[config.mk]
export PLATFORM = sky130hd
export DESIGN_NAME = reg_file_flat
export DESIGN_NICKNAME = d
export VERILOG_FILES = /design/src/rtl/reg_file_pkg.sv /design/src/rtl/reg_file_if.sv /design/src/rtl/reg_file_read_port.sv /design/src/rtl/reg_file.sv /design/src/flat_wrapper.sv
export SDC_FILE = /design/constraint.sdc
export NUM_CORES = 1
export LEC_CHECK = 0
export ABC_AREA = 1
export BUFFER_PORTS_ARGS = -buffer_cell sky130_fd_sc_hd__buf_2
export CAP_MARGIN = 10
export CORE_ASPECT_RATIO = 1.75
export CORE_MARGIN = 2
export CORE_UTILIZATION = 55
export DETAILED_ROUTE_END_ITERATION = 8
export PLACE_DENSITY_LB_ADDON = 0.08
export SLEW_MARGIN = 20
export SYNTH_ARGS = -nofsm -noshare
export SYNTH_HDL_FRONTEND = slang
export SYNTH_SLANG_ARGS = --single-unit
[constraint.sdc]
create_clock -name clk -period 2.24 [get_ports clk]
set_input_delay 0.112 -clock clk [delete_from_list [all_inputs] [get_ports clk]]
set_output_delay 0.112 -clock clk [all_outputs]
set_load 0.03 [all_outputs]
[src/rtl/reg_file_pkg.sv]
// +----------------------------------------------------------------------+
// | reg_file_pkg: shared constants, address-width helper, param checks   |
// | Rev 1.0                                                              |
// +----------------------------------------------------------------------+
`default_nettype none

package reg_file_pkg;

  localparam int MAX_DEPTH = 256;
  localparam int MAX_NREAD = 4;

  function automatic int addr_bits(input int depth);
    return (depth <= 2) ? 1 : $clog2(depth);
  endfunction

  function automatic bit params_ok(input int bits, input int depth,
                                   input int nread, input int bypass);
    return (bits >= 1) && (depth >= 2) && (depth <= MAX_DEPTH) &&
           (nread >= 1) && (nread <= MAX_NREAD) &&
           ((bypass == 0) || (bypass == 1));
  endfunction

endpackage

`default_nettype wire

[src/rtl/reg_file_if.sv]
// +----------------------------------------------------------------------+
// | reg_file_if: write port and flattened read ports of the register file|
// | Rev 1.0                                                              |
// +----------------------------------------------------------------------+
`default_nettype none

interface reg_file_if
  import reg_file_pkg::*;
#(
  parameter int BITS  = 32,
  parameter int DEPTH = 16,
  parameter int NREAD = 2
);
  localparam int AW = addr_bits(DEPTH);

  logic                  wenable;
  logic [AW-1:0]         waddr;
  logic [BITS-1:0]       wdata;
  logic [NREAD*AW-1:0]   raddr;
  logic [NREAD*BITS-1:0] rdata;

  modport master (output wenable, output waddr, output wdata, output raddr,
                  input rdata);
  modport slave  (input wenable, input waddr, input wdata, input raddr,
                  output rdata);

endinterface

`default_nettype wire

[src/rtl/reg_file_read_port.sv]
// +----------------------------------------------------------------------+
// | reg_file_read_port: one combinational read port with optional bypass |
// | Optional: REG_FILE_ZERO_REG_EN forces reads of entry 0 to zero       |
// | Rev 1.0                                                              |
// +----------------------------------------------------------------------+
`default_nettype none

module reg_file_read_port
  import reg_file_pkg::*;
#(
  parameter int BITS   = 32,
  parameter int DEPTH  = 16,
  parameter int BYPASS = 1,
  localparam int AW    = addr_bits(DEPTH)
) (
  input  wire logic                  rst,
  input  wire logic [DEPTH*BITS-1:0] entries,
  input  wire logic                  wenable,
  input  wire logic [AW-1:0]         waddr,
  input  wire logic [BITS-1:0]       wdata,
  input  wire logic [AW-1:0]         raddr,
  output logic      [BITS-1:0]       rdata
);

  logic hit;

  always_comb begin
    rdata = '0;
    hit   = 1'b0;
    // Out-of-range addresses match no entry and therefore read as zero.
    for (int i = 0; i < DEPTH; i++) begin
      if (raddr == AW'(i)) begin
        rdata = entries[i*BITS +: BITS];
        hit   = 1'b1;
      end
    end
    if ((BYPASS != 0) && !rst && wenable && hit && (waddr == raddr)) begin
      rdata = wdata;
    end
`ifdef REG_FILE_ZERO_REG_EN
    if (raddr == '0) begin
      rdata = '0;
    end
`endif
  end

endmodule

`default_nettype wire

[src/rtl/reg_file.sv]
// +----------------------------------------------------------------------+
// | reg_file: DEPTH x BITS register file, 1 write port, NREAD read ports |
// | Optional: REG_FILE_ZERO_REG_EN hardwires entry 0 to zero             |
// | Rev 1.0                                                              |
// +----------------------------------------------------------------------+
`default_nettype none

module reg_file
  import reg_file_pkg::*;
#(
  parameter int BITS   = 32,
  parameter int DEPTH  = 16,
  parameter int NREAD  = 2,
  parameter int BYPASS = 1
) (
  input wire logic   clk,
  input wire logic   rst,
  reg_file_if.slave  bus
);

  localparam int AW = addr_bits(DEPTH);

  if (!params_ok(BITS, DEPTH, NREAD, BYPASS)) begin : g_param_check
    $error("reg_file: illegal parameter combination");
  end

  logic [DEPTH*BITS-1:0]  entries;
  logic [NREAD*BITS-1:0]  rdata_all;

`ifdef REG_FILE_ZERO_REG_EN
  localparam int FIRST_ENTRY = 1;
  assign entries[BITS-1:0] = '0;
`else
  localparam int FIRST_ENTRY = 0;
`endif

  // Reset wins over a same-cycle write; out-of-range waddr matches no entry.
  for (genvar i = FIRST_ENTRY; i < DEPTH; i++) begin : g_entry
    logic [BITS-1:0] entry_d;
    logic [BITS-1:0] entry_q;

    always_comb begin
      entry_d = entry_q;
      if (rst) begin
        entry_d = '0;
      end else if (bus.wenable && (bus.waddr == AW'(i))) begin
        entry_d = bus.wdata;
      end
    end

    always_ff @(posedge clk) begin
      entry_q <= entry_d;
    end

    assign entries[i*BITS +: BITS] = entry_q;
  end

  for (genvar p = 0; p < NREAD; p++) begin : g_read
    reg_file_read_port #(
      .BITS   (BITS),
      .DEPTH  (DEPTH),
      .BYPASS (BYPASS)
    ) u_read_port (
      .rst     (rst),
      .entries (entries),
      .wenable (bus.wenable),
      .waddr   (bus.waddr),
      .wdata   (bus.wdata),
      .raddr   (bus.raddr[p*AW +: AW]),
      .rdata   (rdata_all[p*BITS +: BITS])
    );
  end

  assign bus.rdata = rdata_all;

endmodule

`default_nettype wire

[src/flat_wrapper.sv]
// flat-port wrapper written by rule: the top's interface ports become plain ports
module reg_file_flat import reg_file_pkg::*;
#(
  parameter int BITS   = 32,
  parameter int DEPTH  = 16,
  parameter int NREAD  = 2,
  parameter int BYPASS = 1
)
  (clk, rst, bus_wenable, bus_waddr, bus_wdata, bus_raddr, bus_rdata);
  reg_file_if #(.BITS(BITS), .DEPTH(DEPTH), .NREAD(NREAD)) bus_i ();
  input wire logic clk;
  input wire logic rst;
  input wire logic [$bits(bus_i.wenable)-1:0] bus_wenable;
  input wire logic [$bits(bus_i.waddr)-1:0] bus_waddr;
  input wire logic [$bits(bus_i.wdata)-1:0] bus_wdata;
  input wire logic [$bits(bus_i.raddr)-1:0] bus_raddr;
  output wire logic [$bits(bus_i.rdata)-1:0] bus_rdata;
  assign bus_i.wenable = bus_wenable;
  assign bus_i.waddr = bus_waddr;
  assign bus_i.wdata = bus_wdata;
  assign bus_i.raddr = bus_raddr;
  assign bus_rdata = bus_i.rdata;
  reg_file #(.BITS(BITS), .DEPTH(DEPTH), .NREAD(NREAD), .BYPASS(BYPASS)) u_core (.clk(clk), .rst(rst), .bus(bus_i));
endmodule
==> results.cfg <==
[pwr]
p_int_uw = 14700
ir_worst_vdd_v = 0.000601
p_per_area_nw_per_um2 = 641
pwr-share-comb = 0.105
clockPowerShare = 0.428
finalPower_uw = 20000
switching_share = 0.265
p_leak_uw = 0.0116
p_switching_uw = 5310
pwr-share-seq = 0.467

[grt]
grt_pass1_vias = 25600
grt_use_total = 0.352
grt_pass1_wl_um = 142000
grt_max_degree = 187
overflow = 0
antenna_found_initial = 0

[layout]
ff_latch_area_um2 = 10300
fin_area_um2 = 31200
drive_above_1_share = 0.167
antenna_cells = 0
areaGrowthSynthToFinish_pct = 17.5
nFillCells = 4428
top_register = u_core.g_entry.entry_q
num-nets-final = 4327
largest_reg_flops = 512
multi_input_area_um2 = 14800
top_regs = u_core.g_entry.entry_q (512)

[worst_setup_path]
required_ps = 2130
end_kind = output pin
cp.arrival_ps = 2220
crit_type = reg2out
path_max_fanout = 3
start_kind = flip-flop

[clocking]
cts.sinks = 512
htreeDepth = 2
cts_tree = built
clk_latency_ps = 580
cts.path.max_buffers = 3
clk_pin_slew_ps = 70
cts_buffers = 49
cts-root-buf = clkbuf_16

[synthesis]
synth.avg_cell_area_um2 = 6.20
seq_area_frac_synth = 0.386
synth_seq_cells = 512
synth_nets = 4334
syn_area_um2 = 26600
synth.distinct_cells = 23
synth_warnings = 0
netlist_instances = 4287

[timing]
drv_slew = 0
period_share = 1.04
finalHoldViolations = 0
fmax_ghz = 0.428
rsz0062_at_grt = yes
slew_headroom = 0.337
skew_ps = 0
fin_ws_ps = -96.5
setup_viol = 25
min_period_ps = 2340
worst_pin_slew_ps = 993

[floorplan]
coreArea_um2 = 47700
chipWidth_um = 170
initial_core_util = 0.557
row_count = 106
ios = 111
die_y_um = 295
die-area_um2 = 50200

[placed_design]
portBuffers = 110
dp_hpwl_um = 60900
placed_cell_area_um2 = 28100
pre_cts_slack_ps = 73.8
gp_congestion = 0.929

[run]
maxCapViolations = 0

[status]
violations = setup timing
status = finished, violations left

[routing]
wl_per_cell_um = 18.6
via_per_inst = 5.76
vias = 28300
ant_nets = 0
drc = 0
drt_first_pass_iters = 6
wirelength_um = 91100
first_iter_violations = 2894

[hold_path]
hp-class = in2reg
==> what timing repair did <==
| action | in CTS | in global routing |
|---|---|---|
| pin swaps | 14 | 217 |
| hold buffers | 32 | 0 |
| gates resized for setup | 92 | 369 |
| endpoints found under the setup margin | 29 | 64 |
| hold endpoints to repair | 353 | 0 |
| buffers inserted | 0 | 5 |
==> critical path, cell delays in order (launching register included) <==
cell and delay (ps):
dfxtp_2 340, nand2_2 60, nand3_2 80, nor2_2 150
nand4_1 130, nor2_1 160, nand4_1 150, nor2_1 130
nand4_1 100, nand2_1 110, nand2_1 90, buf_6 150
==> cells in the final DEF (no fill, tap or decap), types with 27 or more instances in the layout <==
| master | n |
|---|---|
| inv_1 | 250 |
| a211oi_1 | 192 |
| buf_4 | 108 |
| inv_2 | 27 |
| nand3_2 | 77 |
| dfxtp_2 | 77 |
| nor2_1 | 456 |
| clkbuf_16 | 51 |
| nand4_1 | 173 |
| buf_2 | 58 |
| buf_12 | 35 |
| nand3_1 | 54 |
| nor2_2 | 85 |
| buf_6 | 41 |
| dlygate4sd3_1 | 32 |
| a21oi_1 | 461 |
| nand2_1 | 1484 |
| dfxtp_1 | 435 |
| nand2_2 | 88 |
==> through the flow <==
| step | hold slack, ps | setup TNS [ps] | utilization | instances |
|---|---|---|---|---|
| floorplan | 417 | 0 | - | 4287 |
| global placement | 458 | 0 | 0.588 | 4786 |
| detailed placement | 461 | 0 | 0.588 | 4786 |
| CTS | 47.2 | -187 | 0.633 | 4902 |
| global route | 88.2 | -5780 | 0.654 | 4907 |
| finish | 74.8 | -677 | 0.654 | 4907 |
==> area by class of cell <==
class,count,area share
well taps,594,0.0238
clock inverters,12,0.00373
repair buffers,276,0.0835
flip-flops and latches,512,0.331
inverters,282,0.0339
multi-input cells,3159,0.476
clock buffers,72,0.0479
==> power by group through the flow <==
stage	clock network, uW	registers [uW]	logic [uW]
after floorplan	0	9520	1180
after global placement	0	9540	1840
after detailed placement	0	9540	1850
after CTS	8640	9340	1940
after global routing	8940	9360	2240
final	8570	9350	2100
==> metal layers <==
layer  vias to the layer above  track usage  wire length, um
li1                      13700            -                -
met1                     13000        0.471            37900
met2                      1323        0.591            42900
met3                       220       0.0298             6910
met4                         0        0.131             3360
met5                         -            0                0
==> cell families (layout without fill, tap and decap cells) <==
logic type      Yosys count  count (layout)  synth area share
simple gates           2457            2457             0.374
compound gates          702             702             0.151
buf+inv                 616             642            0.0887
flops                   512             512             0.386
==> cells in the mapped netlist, drive strengths merged <==
library cell,n,share of area
a211oi,192,0.054
a21oi,464,0.087
a221oi,4,0.0013
buf,57,0.0097
clkbuf,277,0.039
clkinv,6,0.00085
dfxtp,512,0.39
inv,276,0.039
nand2,1572,0.22
nand3,131,0.025
nand4,173,0.041
nor2,553,0.080
nor3,5,0.00094
o211ai,2,0.00056
o21ai,38,0.0072
o22ai,2,0.00047
or2,23,0.0054
==> worst paths after layout <==
| check | slack [ps] | startpoint | to | depth (start not counted) |
|---|---|---|---|---|
| worst max-delay path | -100 | u_core.g_entry[2].entry_q[25] | bus_rdata[57] | 11 |
| worst min-delay path | 70 | bus_wenable | u_core.g_entry[0].entry_q[29] | 4 |
| worst max register to register | 1450 | u_core.g_entry[0].entry_q[19] | u_core.g_entry[0].entry_q[19] | 3 |
| worst min register to register | 470 | u_core.g_entry[14].entry_q[20] | u_core.g_entry[14].entry_q[20] | 2 |
(Power assumes the default switching activity.)
